--- src/rtl/param_mod_counter.sv ---
// param_mod_counter: up/down counter with a runtime modulus, synchronous load
// with range checking, a registered wrap pulse and a saturating wrap counter.
// A mod_val of zero selects the full 2^WIDTH range.
module param_mod_counter #(
  parameter int unsigned WIDTH  = 3,
  parameter int unsigned WRAP_W = 8
) (
  input  logic              clk,
  input  logic              reset,
  input  logic              en,
  input  logic              up,
  input  logic              load,
  input  logic [WIDTH-1:0]  load_val,
  input  logic [WIDTH-1:0]  mod_val,
  output logic [WIDTH-1:0]  q,
  output logic              wrap,
  output logic [WRAP_W-1:0] wrap_cnt,
  output logic              load_err
);

  // One extra bit so that a modulus of 2^WIDTH is representable in compares.
  localparam int unsigned XW = WIDTH + 1;

  logic [WIDTH-1:0]  q_q, q_d;
  logic              wrap_q, wrap_d;
  logic [WRAP_W-1:0] wrap_cnt_q, wrap_cnt_d;
  logic              load_err_q, load_err_d;

  logic [XW-1:0]     m_x;
  logic [XW-1:0]     q_x;
  logic [XW-1:0]     load_val_x;
  logic [WIDTH-1:0]  m_top;
  logic              q_illegal;
  logic              load_oob;

  // Effective modulus and range flags, all evaluated at WIDTH+1 bits.
  assign m_x        = (mod_val == '0) ? (XW'(1) << WIDTH) : {1'b0, mod_val};
  assign q_x        = {1'b0, q_q};
  assign load_val_x = {1'b0, load_val};
  // M-1 fits in WIDTH bits; mod_val = 0 wraps naturally to all ones = 2^WIDTH-1.
  assign m_top      = mod_val - WIDTH'(1);
  assign q_illegal  = (q_x >= m_x);
  assign load_oob   = (load_val_x >= m_x);

  // Next-state logic: load has priority over counting; pulses default low.
  always_comb begin
    // NOTE: every output of this block gets a default first so no path can
    // leave a variable unassigned, which would otherwise infer a latch.
    q_d        = q_q;
    wrap_d     = 1'b0;
    load_err_d = 1'b0;

    if (load) begin
      if (load_oob) begin
        q_d        = '0;
        load_err_d = 1'b1;
      end else begin
        q_d = load_val;
      end
    end else if (en) begin
      if (up) begin
        // An out-of-range count recovers to 0 as if it had wrapped.
        if (q_illegal || (q_q == m_top)) begin
          q_d    = '0;
          wrap_d = 1'b1;
        end else begin
          q_d = q_q + WIDTH'(1);
        end
      end else begin
        // An out-of-range count recovers to M-1 as if it had wrapped.
        if (q_illegal || (q_q == '0)) begin
          q_d    = m_top;
          wrap_d = 1'b1;
        end else begin
          q_d = q_q - WIDTH'(1);
        end
      end
    end
  end

  // Wrap counter saturates at all ones instead of rolling over.
  always_comb begin
    wrap_cnt_d = wrap_cnt_q;
    if (wrap_d && (wrap_cnt_q != '1)) begin
      wrap_cnt_d = wrap_cnt_q + WRAP_W'(1);
    end
  end

  // State registers with asynchronous clear of every output.
  always_ff @(posedge clk or posedge reset) begin
    if (reset) begin
      q_q        <= '0;
      wrap_q     <= 1'b0;
      wrap_cnt_q <= '0;
      load_err_q <= 1'b0;
    end else begin
      // NOTE: non-blocking assignments keep every register sampling the
      // pre-edge values, independent of statement order.
      q_q        <= q_d;
      wrap_q     <= wrap_d;
      wrap_cnt_q <= wrap_cnt_d;
      load_err_q <= load_err_d;
    end
  end

  // Outputs come straight from registers: no input-to-output path.
  assign q        = q_q;
  assign wrap     = wrap_q;
  assign wrap_cnt = wrap_cnt_q;
  assign load_err = load_err_q;

endmodule

--- config.mk ---
export PLATFORM = sky130hd
export DESIGN_NAME = param_mod_counter
export DESIGN_NICKNAME = d
export VERILOG_FILES = /design/src/rtl/param_mod_counter.sv
export SDC_FILE = /design/constraint.sdc
export NUM_CORES = 1
export LEC_CHECK = 0
export CAP_MARGIN = 10
export CORE_UTILIZATION = 55
export DETAILED_ROUTE_END_ITERATION = 10
export DONT_BUFFER_PORTS = 1
export GPL_ROUTABILITY_DRIVEN = 0
export PLACE_DENSITY = 0.78
export SYNTH_ARGS = -nofsm -noshare
export SYNTH_HDL_FRONTEND = slang
export SYNTH_SLANG_ARGS = --single-unit
--- constraint.sdc ---
create_clock -name clk -period 2 [get_ports clk]
set_clock_uncertainty 0.15 [all_clocks]
set_input_delay 0.3 -clock clk [delete_from_list [all_inputs] [get_ports clk]]
set_output_delay 0.3 -clock clk [all_outputs]
set_load 0.03 [all_outputs]
==> results.json <==
{
  "run_status": "finished with violations",
  "failing_checks": "setup timing",
  "rsz_0062_raised_after_global_routing": "yes",
  "postRouteAntennaNets": 0,
  "area_of_all_sequential_standard_cells_um2": 327.8,
  "worst_r2r_endpoint": "q[2]$_DFFE_PP0P_",
  "post_synth_xor_area_fraction_pct": 8.537,
  "holdCritStartpoint": "load",
  "top_usage_layer": "met2",
  "timing.critical_path.slowest_cell_delay_ns": 0.44,
  "path_class": "reg -> reg",
  "multi_input_area_um2": 729.5,
  "final_hold_viol_count": 0,
  "main_combinational_cell_family_by_area_after_synthesis": "simple AND/OR/NAND/NOR gates",
  "die_w_um": 45.19,
  "core_mm2": 0.001745,
  "post_dp_cell_area_mm2": 0.001291,
  "worst_ir_drop_vdd_v": 0.0009440,
  "dp.final_hpwl_um": 1923,
  "max_slew.worst_pin.slew_ns": 0.4949,
  "cts_num_sinks": 13,
  "row_count": 15,
  "via_per_inst": 5.616,
  "grt_first_pass_wirelength_um": 3753,
  "routed_wirelength_um": 2416,
  "overflow": 0,
  "post_drt_wl_per_cell_um": 14.73,
  "placed_cells_incl_taps": 156,
  "yosys.area_share.adder_pct": 14.63,
  "power.leakage_nw": 0.6262,
  "postLayoutCellArea_mm2": 0.001390,
  "portBuffers": 0,
  "finalSetupViolations": 2,
  "crit_path_dat_ns": 2.08,
  "die-height_um": 45.19,
  "dr_iter_0_viols": 15,
  "ys_warn_count": 0,
  "synth-edff-count": 0,
  "n_antenna_cell": 0,
  "layout_min_cycle_time_ns": 2.059,
  "ctsLongestPathBuffers": 2,
  "crit_fanout": 3,
  "cts-root-buf": "sky130_fd_sc_hd__clkbuf_4",
  "worstSkewPairLatency_ns": 0.28,
  "cts_buffers": 3,
  "final.setup.tns_ns": -0.08093,
  "crit_required_ns": 2.02,
  "synthesis.instances": 110,
  "detailedRoute.firstPassIterationCount": 4,
  "synth_compound_gate_area_share_pct": 13.17,
  "routing_usage_on_met1_pct": 33.58,
  "crit_path_end_kind": "flip-flop",
  "number_of_global_route_vias_before_repair": 917,
  "ctsHtreeMaxLevel": 1,
  "fraction_of_final_layout_cells_sized_beyond_drive_strength_1_pct": 36.69,
  "synth-simple-area-share_pct": 25.00,
  "grtUsageTotal_pct": 26.32,
  "yosys-mux-area-fraction_pct": 1.098,
  "antenna_violations_before_repair": 0,
  "path_cells": "inv_4, ha_4, nand2b_4, a2111o_1, a21oi_2, nor4b_4, a211o_1",
  "period_share_pct": 102.9,
  "areaGrowthSynthToFinish_pct": 35.49,
  "synth_sequential_area_ratio_pct": 31.71,
  "worstHoldPathCells": 1,
  "worst_r2r_startpoint": "q[0]$_DFFE_PP0P_",
  "final_nets": 163,
  "maxCapViolCount": 0,
  "path_delay_family": "compound AO/OA/AOI/OAI gates",
  "fillerInstances": 115,
  "worstHoldPathType": "in -> reg",
  "grt_start_max_net_pins": 14,
  "max_slew_violation_total_from_the_final_report": 0,
  "floorplan.initialDensity_pct": 58.78,
  "vias": 921,
  "regToRegSetupSlack_ns": -0.06,
  "timing.hold.worst_endpoint": "q[0]$_DFFE_PP0P_",
  "crit_path_top_delay_cell": "sky130_fd_sc_hd__dfrtp_2",
  "share_of_async_settable_or_async_resettable_flops_after_synthesis_pct": 100.0,
  "synth_top_cell_area_share_pct": 31.71,
  "die_area_mm2": 0.002042,
  "power_mw": 1.288,
  "timing.slew.headroom_pct": 66.97,
  "cts_tree": "built",
  "globalRouteMet2Util_pct": 42.90,
  "synthesis.area_per_instance_um2": 9.327,
  "postSynthNetCount": 133,
  "cp.buffers_inverters": 1,
  "met3_usage_pct": 8.400,
  "yosys-top-cells-area": "sky130_fd_sc_hd__dfrtp_1 (32%), sky130_fd_sc_hd__ha_1 (15%), sky130_fd_sc_hd__xnor2_1 (5.1%), sky130_fd_sc_hd__nor2_1 (4.0%), sky130_fd_sc_hd__nand3_1 (3.9%)",
  "layout_cells_excl_fill": 164,
  "power_density_mw_per_mm2": 926.3,
  "worst-r2r-cell-count": 7,
  "critical_path_depth": 7,
  "mappedNetlistArea_mm2": 0.001026,
  "post-route-worst-setup-slack_ns": -0.05877,
  "worst_setup_hold_path_clk_slew_ns": 0.08,
  "io_pins": 24,
  "route.detailed.drc": 0,
  "synth_area_leader_cell": "sky130_fd_sc_hd__dfrtp_1",
  "fmaxAchievable_mhz": 485.7,
  "synth_cell_type_count": 39,
  "ys_dominant_reg_cell": "sky130_fd_sc_hd__dfrtp_1",
  "synth-seq-cells": 13,
  "startpoint_type": "flip-flop"
}
cell usage in the layout, fill, tap and decap left out, drive strengths merged, types with 4 or more instances in the layout:
master  netlist  routed
buf           1      26
clkbuf        2       4
dfrtp        13      13
ha           12      12
inv          10      10
nand3         8       8
nor2         11      11
xnor2         6       6
xor2          4       4
where the power goes:
part           internal, mW  switching [mW]  total (mW)
Sequential            0.323          0.0443       0.368
Combinational         0.334           0.421       0.755
Clock                0.0775          0.0880       0.165
Total                 0.735           0.553        1.29
synth_stat cells, types with 3 or more instances:
master and number:
sky130_fd_sc_hd__nor3_1 3, sky130_fd_sc_hd__ha_1 12, sky130_fd_sc_hd__dfrtp_1 13, sky130_fd_sc_hd__a31oi_1 3, sky130_fd_sc_hd__xnor2_1 6, sky130_fd_sc_hd__inv_1 10, sky130_fd_sc_hd__xor2_1 4, sky130_fd_sc_hd__nor2_1 11
sky130_fd_sc_hd__a211oi_1 3, sky130_fd_sc_hd__nand2_1 3, sky130_fd_sc_hd__nand3_1 8
kinds of logic after synthesis:
logic type	after synthesis
AND/OR/NAND/NOR	43
adder cells (fa/ha/maj)	12
flip-flops	13
XOR/XNOR	10
AO/OA/AOI/OAI	18
multiplexers	1
buffers and inverters	13
routing by layer:
layer  vias to the layer above  routed length [um]
met2                        41                1149
met3                         2                 208
li1                        454                   -
met4                         0                  14
met5                         -                   0
met1                       424                1044
metrics by stage:
stage          setup WS (ns)  util [%]  hold WS (ns)
5_1_grt              -0.1282     79.64       0.02449
4_1_cts             -0.04626     77.56      0.005899
3_3_place_gp         -0.1928     73.98       0.07853
2_1_floorplan        -0.1720         -       0.02682
3_5_place_dp         -0.2221     73.98       0.08779
6_report            -0.05877     79.64       0.03450
final cells by class:
type                       count  share of cell area (%)
multi-input combinational     84                   52.48
sequential                    13                   23.58
timing repair buffer          28                   15.48
inverter                      10                   4.320
tap                           25                   2.250
clock buffer                   4                   1.890
how the worst max path moves through the flow:
| stage | from | to | slack [ns] |
|---|---|---|---|
| 2_1_floorplan | mod_val[1] | q[2]$_DFFE_PP0P_ | -0.17 |
| 3_3_place_gp | mod_val[1] | q[2]$_DFFE_PP0P_ | -0.19 |
| 3_5_place_dp | mod_val[1] | q[2]$_DFFE_PP0P_ | -0.22 |
| 4_1_cts | q[0]$_DFFE_PP0P_ | q[2]$_DFFE_PP0P_ | -0.05 |
| 5_1_grt | q[0]$_DFFE_PP0P_ | q[2]$_DFFE_PP0P_ | -0.13 |
| 6_report | q[0]$_DFFE_PP0P_ | q[2]$_DFFE_PP0P_ | -0.06 |
worst register-to-register path, cell delays in order, from the launching register on:
cell	delay [ns]
sky130_fd_sc_hd__dfrtp_2	0.44
sky130_fd_sc_hd__inv_4	0.08
sky130_fd_sc_hd__ha_4	0.19
sky130_fd_sc_hd__nand2b_4	0.14
sky130_fd_sc_hd__a2111o_1	0.42
sky130_fd_sc_hd__a21oi_2	0.20
sky130_fd_sc_hd__nor4b_4	0.06
sky130_fd_sc_hd__a211o_1	0.27
registers in the layout, summed over array words and instances, names as in the netlist:
signal,flops
wrap_cnt,8
q,3
load_err,1
wrap,1
what timing repair did:
| action | 4_1_cts | 5_1_grt |
|---|---|---|
| gates resized for setup | 3 | 5 |
| pin swaps | 3 | 4 |
| hold buffers | 1 | 1 |
| hold endpoints to repair | 13 | 1 |
| buffers inserted | 1 | 1 |
| setup endpoints to repair | 5 | 7 |
Note: power is estimated with default switching activity, not from simulation.
